`config.mk`:
```
export PLATFORM = sky130hd
export DESIGN_NAME = if_fetch
export DESIGN_NICKNAME = d
export VERILOG_FILES = /design/src/rtl/if_fetch.sv
export SDC_FILE = /design/constraint.sdc
export NUM_CORES = 1
export LEC_CHECK = 0
export BUFFER_PORTS_ARGS = -buffer_cell sky130_fd_sc_hd__buf_2
export CAP_MARGIN = 15
export CORE_MARGIN = 5
export CORE_UTILIZATION = 40
export DETAILED_ROUTE_END_ITERATION = 16
export PLACE_DENSITY_LB_ADDON = 0.25
export SYNTH_ARGS = -nofsm -noshare
export SYNTH_HDL_FRONTEND = slang
export SYNTH_SLANG_ARGS = --single-unit
```
`constraint.sdc`:
```
create_clock -name CLK -period 14.2 [get_ports CLK]
set_input_delay 3.55 -clock CLK [delete_from_list [all_inputs] [get_ports CLK]]
set_output_delay 3.55 -clock CLK [all_outputs]
set_load 0.005 [all_outputs]
```
`src/rtl/if_fetch.sv`:
```
// Instruction-fetch stage: drives the next PC, issues single-outstanding word fetches and
// buffers returned instructions with their PCs in a small FIFO toward decode.
module if_fetch #(
  parameter logic [31:0] RESET_PC = 32'h0000_0000,
  parameter int unsigned DEPTH    = 2
) (
  input  logic        CLK,
  input  logic        RST,
  input  logic [31:0] PC_Q,
  output logic [31:0] PC_D,
  output logic        IMEM_REQ,
  output logic [31:0] IMEM_ADDR,
  input  logic        IMEM_GNT,
  input  logic        IMEM_RVALID,
  input  logic [31:0] IMEM_RDATA,
  input  logic        REDIRECT,
  input  logic [31:0] REDIRECT_PC,
  output logic        IF_VALID,
  input  logic        IF_READY,
  output logic [31:0] IF_INSTR,
  output logic [31:0] IF_PC
);

  localparam int unsigned XLEN  = 32;
  localparam int unsigned PTR_W = (DEPTH > 1) ? $clog2(DEPTH) : 1;
  localparam int unsigned CNT_W = PTR_W + 1;

  typedef enum logic [1:0] {
    S_REQ  = 2'd0,
    S_WAIT = 2'd1,
    S_DROP = 2'd2
  } state_e;

  typedef struct packed {
    logic [XLEN-1:0] pc;
    logic [XLEN-1:0] instr;
  } entry_t;

  state_e            state_q, state_d;
  logic [XLEN-1:0]   addr_q, addr_d;
  entry_t            fifo_q [DEPTH];
  entry_t            fifo_d [DEPTH];
  logic [PTR_W-1:0]  rd_ptr_q, rd_ptr_d;
  logic [PTR_W-1:0]  wr_ptr_q, wr_ptr_d;
  logic [CNT_W-1:0]  count_q, count_d;

  logic              full_c;
  logic              req_c;
  logic              valid_c;
  logic              push_c;
  logic              pop_c;
  logic [XLEN-1:0]   fetch_addr_c;
  logic [XLEN-1:0]   redirect_addr_c;

  // Next-state, FIFO bookkeeping and output decode
  always_comb begin
    state_d         = state_q;
    addr_d          = addr_q;
    fifo_d          = fifo_q;
    rd_ptr_d        = rd_ptr_q;
    wr_ptr_d        = wr_ptr_q;
    count_d         = count_q;
    push_c          = 1'b0;
    full_c          = (count_q == CNT_W'(DEPTH));
    req_c           = (state_q == S_REQ) && !full_c && !RST;
    valid_c         = (count_q != '0) && !REDIRECT && !RST;
    pop_c           = valid_c && IF_READY;
    fetch_addr_c    = PC_Q & ~XLEN'(3);
    redirect_addr_c = REDIRECT_PC & ~XLEN'(3);

    PC_D      = PC_Q;
    IMEM_REQ  = req_c;
    IMEM_ADDR = fetch_addr_c;
    IF_VALID  = valid_c;
    IF_PC     = fifo_q[rd_ptr_q].pc;
    IF_INSTR  = fifo_q[rd_ptr_q].instr;

    unique case (state_q)
      S_REQ: begin
        if (req_c && IMEM_GNT) begin
          if (REDIRECT) begin
            // Granted fetch is on the wrong path; its response must be swallowed.
            state_d = S_DROP;
          end else begin
            PC_D    = PC_Q + XLEN'(4);
            addr_d  = fetch_addr_c;
            state_d = S_WAIT;
          end
        end
      end
      S_WAIT: begin
        if (IMEM_RVALID) begin
          push_c  = !REDIRECT;
          state_d = S_REQ;
        end else if (REDIRECT) begin
          state_d = S_DROP;
        end
      end
      S_DROP: begin
        if (IMEM_RVALID) begin
          state_d = S_REQ;
        end
      end
      default: begin
        state_d = S_REQ;
      end
    endcase

    if (REDIRECT) begin
      PC_D     = redirect_addr_c;
      rd_ptr_d = '0;
      wr_ptr_d = '0;
      count_d  = '0;
    end else begin
      if (push_c) begin
        fifo_d[wr_ptr_q].pc    = addr_q;
        fifo_d[wr_ptr_q].instr = IMEM_RDATA;
        wr_ptr_d               = wr_ptr_q + PTR_W'(1);
      end
      if (pop_c) begin
        rd_ptr_d = rd_ptr_q + PTR_W'(1);
      end
      count_d = count_q + CNT_W'(push_c) - CNT_W'(pop_c);
    end

    if (RST) begin
      PC_D = RESET_PC;
    end
  end

  // State and FIFO registers; buffer storage needs no reset since count gates validity
  always_ff @(posedge CLK) begin
    if (RST) begin
      state_q  <= S_REQ;
      addr_q   <= '0;
      rd_ptr_q <= '0;
      wr_ptr_q <= '0;
      count_q  <= '0;
    end else begin
      state_q  <= state_d;
      addr_q   <= addr_d;
      rd_ptr_q <= rd_ptr_d;
      wr_ptr_q <= wr_ptr_d;
      count_q  <= count_d;
    end
    fifo_q <= fifo_d;
  end

endmodule

```
Word-level counts from Yosys, hierarchy flattened
Cells that the tools add are included.
{ "classes": {"addsub": 5, "order_cmp": 3, "n_eq_ne": 6, "muxes": 21, "n_bitwise": 3, "reduce_logical": 16} }
{ "ops": {"columns": ["operator", "count"], "rows": [
  ["bitwise mux 128 bit", 2],
  ["two-way mux 64 bit", 4],
  ["two-way mux 32 bit", 5],
  ["demux 64 bit (select 1 bit)", 2],
  ["adder 32 x 3 -> 32 bit, second input constant", 1],
  ["two-way mux 2 bit", 5],
  ["logical AND 1 bit", 7],
  ["one-hot mux 2 bit (3 select lines)", 1],
  ["AND reduction 3 bit", 2],
  ["== test 2 bit, second input constant", 2],
  ["greater-or-equal comparator 2 bit, second input constant", 2],
  ["inverter 1 -> 2 bit", 2],
  ["zero test 1 bit", 3],
  ["inequality test 3 bit, second input constant", 1],
  ["adder 1 bit, second input constant", 2],
  ["adder 2 x 1 -> 2 bit", 1],
  ["== test 2 x 1 -> 1 bit, second input constant", 1],
  ["zero test 2 bit", 1],
  ["< comparator 2 x 1 -> 1 bit, second input constant", 1],
  ["two-way mux 1 bit", 2],
  ["inequality test 2 x 1 -> 1 bit, second input constant", 1],
  ["inequality test 2 bit, second input constant", 1],
  ["AND reduction 2 bit", 1],
  ["nonzero test 2 bit", 1],
  ["other kinds (3)", 3]
]} }
{ "word_totals": {"regBits": 164, "word_cells": 63} }

Logic depth before layout (Yosys ltp)
{ "depth": {"word_depth": 9, "mapped_depth": 10, "depth_no_buf": 9} }

Least setup slack after synthesis
OpenSTA, ideal clock, no wires.
{ "synth_path": {"kind": "input-to-output", "startpoint": "input port RST", "endpoint": "output port PC_D[25]", "t_arrival_ps": 5097, "required_time_ps": 10650, "slack_ps": 5553, "stages": 6, "cell_sequence": "buf_2 > nor4b_4 > nand2_4 > or3_1 > or3_1 > a311oi_1"} }
{ "synth_via": {"elab_chain_cells": 7} }
{ "synth_rtl": {"columns": ["item", "line", "text"], "rows": [
  ["from (decl)", "8", "input logic RST,"],
  ["zero test 1 bit", "65", "req_c = (state_q == S_REQ) && !full_c && !RST;"],
  ["logical AND 1 bit", "65", null],
  ["logical AND 1 bit", "80", "if (req_c && IMEM_GNT) begin"],
  ["two-way mux 32 bit", "80", null],
  ["two-way mux 32 bit", "78", "unique case (state_q)"],
  ["two-way mux 32 bit", "109", "if (REDIRECT) begin"],
  ["two-way mux 32 bit (*)", "126", "if (RST) begin"],
  ["to (decl)", "10", "output logic [31:0] PC_D,"]
]} }
Every way passes the cells marked *; elsewhere a longest branch is shown, timed or not.

Worst setup path after layout
{ "layout_path": {"startpoint": "input port RST", "endpoint": "output port PC_D[22]"} }
The elaborated chain is that of the path after synthesis.

==> summary.txt <==
YOSYS
--------------------------------------------------------------------------------------------------------
Sequential-to-total area share from yosys stat                                                     0.583
Synth Warn #                                                                                           0
Top post-synthesis cells by area                                                            sky130_fd_sc_hd__edfxtp_1, sky130_fd_sc_hd__dfxtp_1, sky130_fd_sc_hd__mux2_2
Number of synthesized register bits                                                                  160
Top FF cell, synth                                                                          sky130_fd_sc_hd__edfxtp_1
Netlist area before placement                                                                0.00763 mm2
Post-Synthesis Mean Instance Area                                                               11.8 um2
Count of flip-flops with a built-in enable after synthesis                                           124
Yosys top cell area share                                                                          0.488
Number of library cell types mapped by synthesis                                                      50
Async set-reset flop share out of synthesis                                                            0
Leading area contributor after synthesis                                                    sky130_fd_sc_hd__edfxtp_1
Synthesized instance count                                                                           648

RUN
--------------------------------------------------------------------------------------------------------
Total of max-cap violations                                                                            0

TIMING
--------------------------------------------------------------------------------------------------------
Worst hold slack across all endpoints                                                           0.452 ns
Transition time at the pin with the least slew margin                                            1.12 ns
Fmax                                                                                             107 MHz
Count of final setup violators                                                                         0
Final hold violation count                                                                             0
Number of slew-limit violations in the final report                                                    0
Worst rel slew slack                                                                               0.251
Post-route minimum period                                                                        9.36 ns
Sum Neg Setup Slack                                                                                 0 ns
Clk_skew                                                                                      0.00919 ns
Final worst path period share                                                                      0.659
Setup repair after global routing missed its margin                                                   no

STATUS
--------------------------------------------------------------------------------------------------------
Status                                                                                      complete, no violations

POWER
--------------------------------------------------------------------------------------------------------
Worst IR Drop VDD                                                                                86.6 uV
Overall power                                                                                    1.06 mW
Power spent charging and discharging nets                                                         233 uW
Switching share of total power                                                                     0.220
P_int                                                                                             828 uW
Power density over cell area                                                                  113 mW/mm2
Clock Power Share                                                                                  0.453
Fraction of power consumed by combinational cells                                                  0.068
Leakage                                                                                          3.65 nW
Sequential power share                                                                             0.479

FLOORPLANNING
--------------------------------------------------------------------------------------------------------
Floorplan core area                                                                           0.0188 mm2
Die height                                                                                        148 um
I/O pin cnt                                                                                          232
Effective utilization at floorplan                                                                 0.406
Overall die width                                                                                 148 um
Standard-cell rows                                                                                    50
Full die area                                                                                 0.0219 mm2

ROUTE
--------------------------------------------------------------------------------------------------------
First-pass iteration count of the detailed router                                                      4
Routed Antenna Nets                                                                                    0
Detailed route wirelength on metal2                                                              8960 um
DR WL met3                                                                                       1340 um
DR iter-0 viols                                                                                      286
Total number of vias                                                                                5457
Top routing layer used                                                                              met5
Average vias per placed instance                                                                    5.05
Met1 Wirelength                                                                                  7830 um
Total DRC errors in the routed layout                                                                  0
WL per Instance                                                                                  17.1 um
Overall routed net length                                                                       18500 um

GLOBAL ROUTE
--------------------------------------------------------------------------------------------------------
Number of antenna violations at the first check in global routing                                      5
First-pass GRT wire length                                                                      28600 um
Final global-route overflow total                                                                      0
Maximum number of pins on one net before global-route repair                                          68
Overall track demand over capacity in global routing                                               0.166
Vias in the first global route                                                                      5453

HOLD PATH
--------------------------------------------------------------------------------------------------------
WHS Path Cells                                                                                         0
Worst Hold Class                                                                            flip-flop to flip-flop
Min-delay src                                                                                 addr_q[17]
Worst Hold Path EP                                                                           fifo_q[113]

CRITICAL PATH
--------------------------------------------------------------------------------------------------------
Worst endpoint data arrival time                                                                 5.81 ns
Worst Path Required                                                                             10.65 ns
Reg2reg start                                                                                 state_q[0]
Category of the worst setup path launch point                                                  input pin
FF-to-FF setup slack                                                                            11.69 ns
Endpoint class of the critical path                                                          output port
Classification of the worst setup path                                                      input pin to output port
Number of cells on the worst reg-to-reg path                                                           4
Capturing point of the worst reg2reg path                                                    fifo_q[109]
Critical-path maximum fanout                                                                          62

CLOCKING
--------------------------------------------------------------------------------------------------------
Worst-case clock buffer depth                                                                          2
Number of buffers inserted by post-CTS setup repair                                                    0
H-tree levels                                                                                          4
CTS sink cnt                                                                                         160
Cell chosen for the clock root                                                              sky130_fd_sc_hd__clkbuf_16
Number of buffers inserted for hold repair after clock tree synthesis                                  0
CTS tree                                                                                           built
Post-CTS clock slew at the launch and capture registers of the worst setup and hold paths        0.07 ns
Inserted Clock Buffers                                                                                17
Number of gates resized after cts                                                                      0
Clk Latency, worst-skew pair                                                                     0.42 ns

FINAL LAYOUT
--------------------------------------------------------------------------------------------------------
Reg area                                                                                     0.00445 mm2
Post-route standard cell area excluding fillers                                              0.00938 mm2
Filler Cells Inserted                                                                               1691
Final Net Count                                                                                      936
Synth-to-Final Area Change                                                                         23.0%
Layout cells sized above 1                                                                         0.405
Area used by multi-input combinational logic                                                 0.00280 mm2

PLACEMENT
--------------------------------------------------------------------------------------------------------
DPL Wire Length                                                                                 12400 um
Cell Area, Placed                                                                            0.00871 mm2
Buffers on Ports                                                                                     225
Final weighted congestion in routability-driven placement                                          0.817

[power groups by stage]
stage / clock network (mW) / logic, mW / registers, mW
2_1_floorplan: 0 / 0.0393 / 0.517
3_3_place_gp: 0 / 0.0721 / 0.518
3_5_place_dp: 0 / 0.0723 / 0.518
4_1_cts: 0.490 / 0.0727 / 0.508
5_1_grt: 0.509 / 0.0809 / 0.508
6_report: 0.481 / 0.0726 / 0.508
[synthesized netlist by cell type (all sizes together), types with 2 or more instances]
master  instances
a211oi         17
a21oi          36
and2           39
and3            3
and4            3
buf            43
clkbuf         26
dfxtp          36
edfxtp        124
ha              3
inv             4
mux2           63
mux2i           4
nand2          83
nand2b          2
nand3          10
nand4          13
nor2           38
nor2b          33
nor3            7
nor4            7
nor4b           2
o21ai           7
o22ai           2
or3             3
xnor2          15
xor2           11
[sequential cells by signal, summed over array words and instances (netlist names)]
signal,count
rd_ptr_q,1
addr_q,30
state_q,2
fifo_q,124
wr_ptr_q,1
count_q,2
[area by class of cell]
cell class                      count  share of cell area
Inverter                            5             0.00200
Clock inverter                     13              0.0185
Sequential cell                   160               0.475
Multi-Input combinational cell    417               0.298
Tap cell                          234              0.0312
Timing Repair Buffer              230               0.126
Antenna cell                        3            0.000801
Clock buffer                       19              0.0483
[how the worst max path moves through the flow]
stage,cells past startpoint,slack (ns),to,from
2_1_floorplan,6,5.55,PC_D[25],RST
3_3_place_gp,6,4.69,PC_D[29],REDIRECT
3_5_place_dp,6,4.74,PC_D[27],REDIRECT
4_1_cts,6,4.72,PC_D[27],REDIRECT
5_1_grt,8,4.68,PC_D[25],RST
6_report,8,4.84,PC_D[22],RST
[layer usage]
metal,vias up,track usage
met3,26,0.0494
met1,2600,0.206
met5,-,0
li1,2647,-
met4,4,0.0554
met2,180,0.280
[per-stage QoR]
step / utilization / setup WS [ns] / cells
5_1_grt: 0.500 / 4.68 / 1081
3_5_place_dp: 0.464 / 4.74 / 1045
6_report: 0.500 / 4.84 / 1081
4_1_cts: 0.498 / 4.72 / 1077
3_3_place_gp: 0.464 / 4.69 / 1045
2_1_floorplan: - / 5.55 / 651
[logic make-up after synthesis]
| group | count (synthesis) | synth area share |
|---|---|---|
| fa+ha+maj | 3 | 0.00492 |
| compound gates | 70 | 0.0559 |
| buf+inv | 74 | 0.0535 |
| flops | 160 | 0.583 |
| other cells | 1 | 0.000492 |
| simple gates | 247 | 0.174 |
| mux | 67 | 0.0983 |
| xor+xnor | 26 | 0.0299 |
[layout by cell type, fill, tap and decap left out, drive strengths merged, types with 7 or more instances in the layout]
cell type  instances
o21ai              7
nand4             13
dfxtp             36
a211oi            17
nand3             10
mux2              63
a21oi             36
nor2b             33
xnor2             15
nor2              38
nor4               7
nor3               7
inv               11
xor2              11
and2              39
clkbuf            19
buf              230
nand2             83
edfxtp           124
[worst max-delay path: stages]
cell and delay (ns):
sky130_fd_sc_hd__buf_2 0.09, sky130_fd_sc_hd__buf_4 0.32, sky130_fd_sc_hd__or4b_4 0.61, sky130_fd_sc_hd__nor4_4 0.41, sky130_fd_sc_hd__nand4_1 0.20, sky130_fd_sc_hd__xor2_1 0.18
sky130_fd_sc_hd__a211oi_1 0.25, sky130_fd_sc_hd__buf_2 0.16
No activity file was read; power rests on OpenSTA's default activity.
